<file path="config.mk">
export PLATFORM = sky130hd
export DESIGN_NAME = fetch_stage
export DESIGN_NICKNAME = d
export VERILOG_FILES = /design/src/rtl/fetch_stage.sv
export SDC_FILE = /design/constraint.sdc
export NUM_CORES = 1
export LEC_CHECK = 0
export ABC_AREA = 0
export BUFFER_PORTS_ARGS = -buffer_cell sky130_fd_sc_hd__buf_2
export CAP_MARGIN = 20
export CORE_UTILIZATION = 60
export DETAILED_ROUTE_END_ITERATION = 6
export GPL_TIMING_DRIVEN = 0
export HOLD_SLACK_MARGIN = 0.08
export PLACE_DENSITY = 0.92
export SYNTH_ARGS = -nofsm -noshare
export SYNTH_HDL_FRONTEND = slang
export SYNTH_SLANG_ARGS = --single-unit
</file>
<file path="constraint.sdc">
create_clock -name clk -period 4.6 [get_ports clk]
set_input_delay 0.46 -clock clk [delete_from_list [all_inputs] [get_ports clk]]
set_output_delay 0.46 -clock clk [all_outputs]
set_load 0.01 [all_outputs]
</file>
<file path="src/rtl/fetch_stage.sv">
// Instruction fetch stage: PC register, instruction-memory handshake, IF/ID
// pipeline register with a one-entry skid buffer, and branch redirect/squash.
module fetch_stage #(
  parameter int                  PC_WIDTH    = 18,
  parameter logic [PC_WIDTH-1:0] RESET_PC    = '0,
  parameter int                  INSTR_WIDTH = 32
) (
  input  logic                   clk,
  input  logic                   rst_n,
  input  logic                   StallD,
  input  logic                   FlushD,
  input  logic                   BranchTakenE,
  input  logic [PC_WIDTH-1:0]    BranchTargetE,
  output logic                   ImemReq,
  output logic [PC_WIDTH-1:0]    ImemAddr,
  input  logic [INSTR_WIDTH-1:0] ImemRdata,
  input  logic                   ImemValid,
  output logic [INSTR_WIDTH-1:0] InstrD,
  output logic [PC_WIDTH-1:0]    PCPlus8D,
  output logic                   ValidD,
  output logic                   FetchStall
);

  // WAIT: request outstanding; SQUASH: outstanding request belongs to a
  // mispredicted path; HOLD: IF/ID stalled and skid buffer full.
  typedef enum logic [1:0] {IDLE, WAIT, SQUASH, HOLD} state_t;

  localparam logic [PC_WIDTH-1:0] PC_FOUR  = PC_WIDTH'(4);
  localparam logic [PC_WIDTH-1:0] PC_EIGHT = PC_WIDTH'(8);

  state_t                 state, state_nx;
  logic [PC_WIDTH-1:0]    pc, pc_nx;
  logic [PC_WIDTH-1:0]    pending, pending_nx;
  logic [INSTR_WIDTH-1:0] skid_instr, skid_instr_nx;
  logic [PC_WIDTH-1:0]    skid_pc8, skid_pc8_nx;
  logic [INSTR_WIDTH-1:0] instr_nx;
  logic [PC_WIDTH-1:0]    pc8_nx;
  logic                   valid_nx;
  logic                   flush;
  logic                   accept;
  logic [PC_WIDTH-1:0]    pc_plus4, pc_plus8;

  assign flush      = FlushD | BranchTakenE;
  assign accept     = ~ValidD | ~StallD;
  assign pc_plus4   = pc + PC_FOUR;
  assign pc_plus8   = pc + PC_EIGHT;

  assign ImemReq    = (state == WAIT) || (state == SQUASH);
  assign ImemAddr   = pc;
  assign FetchStall = ImemReq & ~ImemValid;

  always_comb begin
    // NOTE: every signal written here gets a default first so no path through
    // the case statement can leave it unassigned and infer a latch.
    state_nx      = state;
    pc_nx         = pc;
    pending_nx    = pending;
    skid_instr_nx = skid_instr;
    skid_pc8_nx   = skid_pc8;
    instr_nx      = InstrD;
    pc8_nx        = PCPlus8D;
    valid_nx      = ValidD & StallD;  // Decode consumes the word unless stalled

    case (state)
      IDLE: begin
        if (BranchTakenE) pc_nx = BranchTargetE;
        else              state_nx = WAIT;
      end

      WAIT: begin
        if (ImemValid) begin
          if (BranchTakenE) begin
            pc_nx = BranchTargetE;
          end else begin
            pc_nx = pc_plus4;
            if (!FlushD) begin
              if (accept) begin
                instr_nx = ImemRdata;
                pc8_nx   = pc_plus8;
                valid_nx = 1'b1;
              end else begin
                skid_instr_nx = ImemRdata;
                skid_pc8_nx   = pc_plus8;
                state_nx      = HOLD;
              end
            end
          end
        end else if (BranchTakenE) begin
          // Address must stay stable until the memory answers.
          pending_nx = BranchTargetE;
          state_nx   = SQUASH;
        end
      end

      SQUASH: begin
        if (ImemValid) begin
          pc_nx    = BranchTakenE ? BranchTargetE : pending;
          state_nx = WAIT;
        end else if (BranchTakenE) begin
          pending_nx = BranchTargetE;
        end
      end

      HOLD: begin
        // The skid buffer is full exactly while in HOLD; leaving HOLD empties it.
        if (BranchTakenE) begin
          pc_nx    = BranchTargetE;
          state_nx = WAIT;
        end else if (FlushD) begin
          state_nx = WAIT;
        end else if (!StallD) begin
          instr_nx = skid_instr;
          pc8_nx   = skid_pc8;
          valid_nx = 1'b1;
          state_nx = WAIT;
        end
      end

      default: state_nx = IDLE;
    endcase

    if (flush) begin
      instr_nx = '0;
      valid_nx = 1'b0;
    end
  end

  // NOTE: state is updated with non-blocking assignments so every register
  // samples its next value from the same pre-edge snapshot.
  always_ff @(posedge clk or negedge rst_n) begin
    if (!rst_n) begin
      state      <= IDLE;
      pc         <= RESET_PC;
      pending    <= '0;
      skid_instr <= '0;
      skid_pc8   <= '0;
      InstrD     <= '0;
      PCPlus8D   <= '0;
      ValidD     <= 1'b0;
    end else begin
      state      <= state_nx;
      pc         <= pc_nx;
      pending    <= pending_nx;
      skid_instr <= skid_instr_nx;
      skid_pc8   <= skid_pc8_nx;
      InstrD     <= instr_nx;
      PCPlus8D   <= pc8_nx;
      ValidD     <= valid_nx;
    end
  end

endmodule

</file>
==> summary.md <==
| Metric | Value |
|---|---|
| Post-route non-filler standard cell count | around 900 |
| Sink Count | 139 |
| CP Data Arrival Time | 1.87 ns |
| Asr flop ratio synth | 100% |
| Library cell with the highest instance count after synthesis | sky130_fd_sc_hd__dfrtp_1 |
| Initial cell density of the core | approximately three fifths |
| Worst hold slack across all endpoints | 0.157 ns |
| Area fraction in compound gates after synthesis | 15.0% |
| Highest clock frequency the design can meet | about 430 MHz |
| Pre-Repair DR Iteration Count | 7 |
| Die boundary height | 108 microns |
| Final #Nets | 818 |
| Count of placed standard cells including taps | 876 |
| Fraction of post-synthesis cell area in the top cell type by area | 51.9% |
| Number of buffers on the longest clock path | 2 |
| Clock latency on the worst-skew pair | 0.54 ns |
| Portion of the clock cycle consumed by the worst path in the final layout | 50.8% |
| Setup bufs post-CTS | 0 |
| Post-DRT Antenna Nets | 0 |
| Distinct cell type count of the synthesized netlist | 54 |
| Placed wire-length estimate after detailed placement | 12.0 mm |
| Post-synthesis cell type with the largest combined area | sky130_fd_sc_hd__dfrtp_1 |
| CP Max Fanout | 7 |
| H-tree lvl count | 4 |
| Placer Congestion | 0.888 |
| Post-synthesis share of cell area spent on full adders, half adders and majority gates | 1.12% |
| Global-route wire length before repair | 28.7 mm |
| Main combinational cell family by area after synthesis | multiplexers |
| Synth warn | 0 |
| Maximum single-stage delay on the critical path | 0.39 ns |
| CP Class | reg -> out |
| Clock-pin slew on the worst setup and hold paths | 0.07 ns |
| TritonCTS clock tree | done |
| Total negative slack | 0 ns |
| Avg Synthesized Cell Area | 11.0 sq um |
| Share of synthesized area occupied by flip-flops and latches | about half |
| Maxcap violations | 0 |
| Critical Path Source Type | flip-flop |
| X dimension of the die | 108 microns |
| Total power density per cell area | 660 mW/mm^2 |
| Total core area | 0.0109 sq mm |
| DRC viols | 9 |
| Netlist Area Pre-Place | 0.00671 sq mm |
| Die Footprint | 0.0116 sq mm |
| Number of antenna violations at the first check in global routing | 0 |
| Total routed wirelength | 17.9 mm |
| Largest clock skew in the final design | about 0.013 ns |
| Post-route core utilization | between 70% and 80% |
| Post-layout minimum cycle time | 2.33 ns |
| Cell types with the largest area share after synthesis | sky130_fd_sc_hd__dfrtp_1 52%, sky130_fd_sc_hd__mux2_2 9.7%, sky130_fd_sc_hd__mux2i_1 6.1% |
| Root Driver | sky130_fd_sc_hd__clkbuf_8 |
| Cell row count | 38 |
| Post-synthesis register bit count | 139 |
| Relative area change from synthesis to final layout | 21.4% |
| Num CTS Buffers | 17 |
| Number of nets in the synthesized netlist | between 600 and 700 |
| Via Count | between 5000 and 6000 |
| Number of instances in the synthesized netlist | 610 |
| Worst path cell trace | inv_1, ha_1, inv_1, nor2_1, buf_2 |
| Status | complete, but fails checks |
| Total GRT Usage | approximately a third |
| Post-Synth Simple-Gate Area | 9.72% |
| Min-delay worst type | in -> reg |
| Failing checks | design-rule violations |
| Remaining Overflow, GRT | 0 |
| Maximum number of pins on one net before global-route repair | 74 |
| Final antenna diode count | 0 |
| Commonest register cell after synthesis | sky130_fd_sc_hd__dfrtp_1 |
| Final Hold Fails | 0 |
| Most frequent cells after synthesis | 139 x sky130_fd_sc_hd__dfrtp_1, 63 x sky130_fd_sc_hd__nor2_1, 58 x sky130_fd_sc_hd__mux2_2, 41 x sky130_fd_sc_hd__mux2i_1, 41 x sky130_fd_sc_hd__o21ai_0 |
| Per-cell routed wire length | about 20 microns |
| Total of endpoints with negative setup slack in the final report | 0 |
| Share of layout cells above drive strength 1 | 33.3% |
| Via density | approximately 6.2 |
| Max IR drop VDD | 0.391 mV |
| Share of synthesized area spent on multiplexers | 16.4% |
| Synth Area in XOR/XNOR | 1.70% |
| Power, Total | 5.38 mW |
| Leakage power summed over all cells | 3.96 nW |
| Slowest CP cell | sky130_fd_sc_hd__dfrtp_1 |
| Capturing element type of the critical path | output pin |
| Slew at the pin with the worst max-slew slack | 0.610 ns |
| Vias in the first global route | 5650 |
| DRC marker count from the first detailed-route iteration | roughly 570 |
| Unrepaired setup endpoints after global routing | false |
| Remaining max-slew budget at the tightest pin | 59.3% |
| Number of synthesized flops with an enable pin | 0 |
| Required time reported for the critical path endpoint | between 4 and 5 ns |
| Number of port buffers | 125 |
| IO Pins | 127 |
| Cell seen most often among critical-path stages | sky130_fd_sc_hd__inv_1 |
| Filler cell count | 675 |
| Max-slew violation count | 0 |
## critical path, delay by kind of cell (launching register included)
kind | cells | cell delay (ns)
adders and majority gates | 1 | 0.38
buffers and inverters | 3 | 0.39
and+or+nand+nor | 1 | 0.17
DFF | 1 | 0.39
## cell type report
class	count	area (sq um)	share of cell area (%)
clock buffer	17	414	5.09
multi-input combinational	410	2940	36.1
tap	140	175	2.15
clock inverter	15	176	2.17
inverter	11	41.3	0.507
buffer	50	245	3.01
sequential	139	3480	42.7
timing repair buffer	127	669	8.22
## kinds of logic after synthesis
kind of cell	Yosys count
fa+ha+maj	6
xor+xnor	13
buf+inv	61
simple gates	139
compound gates	150
mux	102
flops	139
## report_power, final
| part | switching [mW] | leakage, nW | internal (mW) |
|---|---|---|---|
| Sequential | 0.282 | 1.84 | 1.60 |
| Clock | 0.583 | 0.291 | 0.792 |
| Combinational | 1.26 | 1.83 | 0.864 |
## per-stage QoR
stage | area (sq um) | setup slack (ns)
3_3_place_gp | 7510 | 1.33
2_1_floorplan | 6710 | 2.59
6_report | 8140 | 2.27
5_1_grt | 8140 | 2.08
4_1_cts | 8140 | 2.28
3_5_place_dp | 7540 | 2.38
## registers in the layout (all words and copies together) (netlist names)
name,flops
skid_pc8,18
InstrD,32
ImemAddr,18
ValidD,1
pending,18
skid_instr,32
state,2
PCPlus8D,18
## worst paths after layout
| check | from | endpoint | slack [ns] | cells after the start |
|---|---|---|---|---|
| min in group asynchronous | rst_n | skid_instr[25] | 0.49 | 2 |
| hold reg to reg | PCPlus8D[8] | PCPlus8D[8] | 0.47 | 1 |
| hold / removal | ImemRdata[7] | skid_instr[7] | 0.16 | 2 |
| setup / recovery | state[1] | FetchStall | 2.27 | 5 |
| setup reg to reg | state[0] | ImemAddr[7] | 2.27 | 8 |
| max in group asynchronous | rst_n | ImemAddr[12] | 3.34 | 3 |
## layout by cell type, fill, tap and decap left out, types with 6 or more instances in the layout
master,Yosys,routed
sky130_fd_sc_hd__a21o_1,7,7
sky130_fd_sc_hd__dfrtp_1,139,139
sky130_fd_sc_hd__clkbuf_1,16,16
sky130_fd_sc_hd__a221oi_1,8,8
sky130_fd_sc_hd__ha_1,6,6
sky130_fd_sc_hd__buf_2,21,145
sky130_fd_sc_hd__inv_1,11,11
sky130_fd_sc_hd__nor3_1,7,7
sky130_fd_sc_hd__o21ai_0,41,41
sky130_fd_sc_hd__xnor2_1,9,9
sky130_fd_sc_hd__nand3_1,6,6
sky130_fd_sc_hd__a211oi_1,38,38
sky130_fd_sc_hd__buf_4,8,8
sky130_fd_sc_hd__inv_6,0,7
sky130_fd_sc_hd__clkbuf_16,0,16
sky130_fd_sc_hd__a21oi_1,22,22
sky130_fd_sc_hd__mux2_2,58,58
sky130_fd_sc_hd__nand2_1,33,33
sky130_fd_sc_hd__mux2i_1,41,41
sky130_fd_sc_hd__nor2_1,63,63
## layer usage
| metal | vias to the layer above | global-route usage, % | part of all wire, % |
|---|---|---|---|
| li1 | 2515 | - | - |
| met1 | 2763 | 41.0 | 40 |
| met2 | 338 | 53.1 | 49 |
| met3 | 56 | 7.20 | 8.0 |
| met4 | 0 | 14.6 | 2.8 |
| met5 | - | 0 | 0 |
## timing repair
action | 4_1_cts | 5_1_grt
hold buffers | 1 | 0
endpoints found under the hold margin | 66 | 0
resized for setup | 0 | 0
No activity file was read; power rests on OpenSTA's default activity.
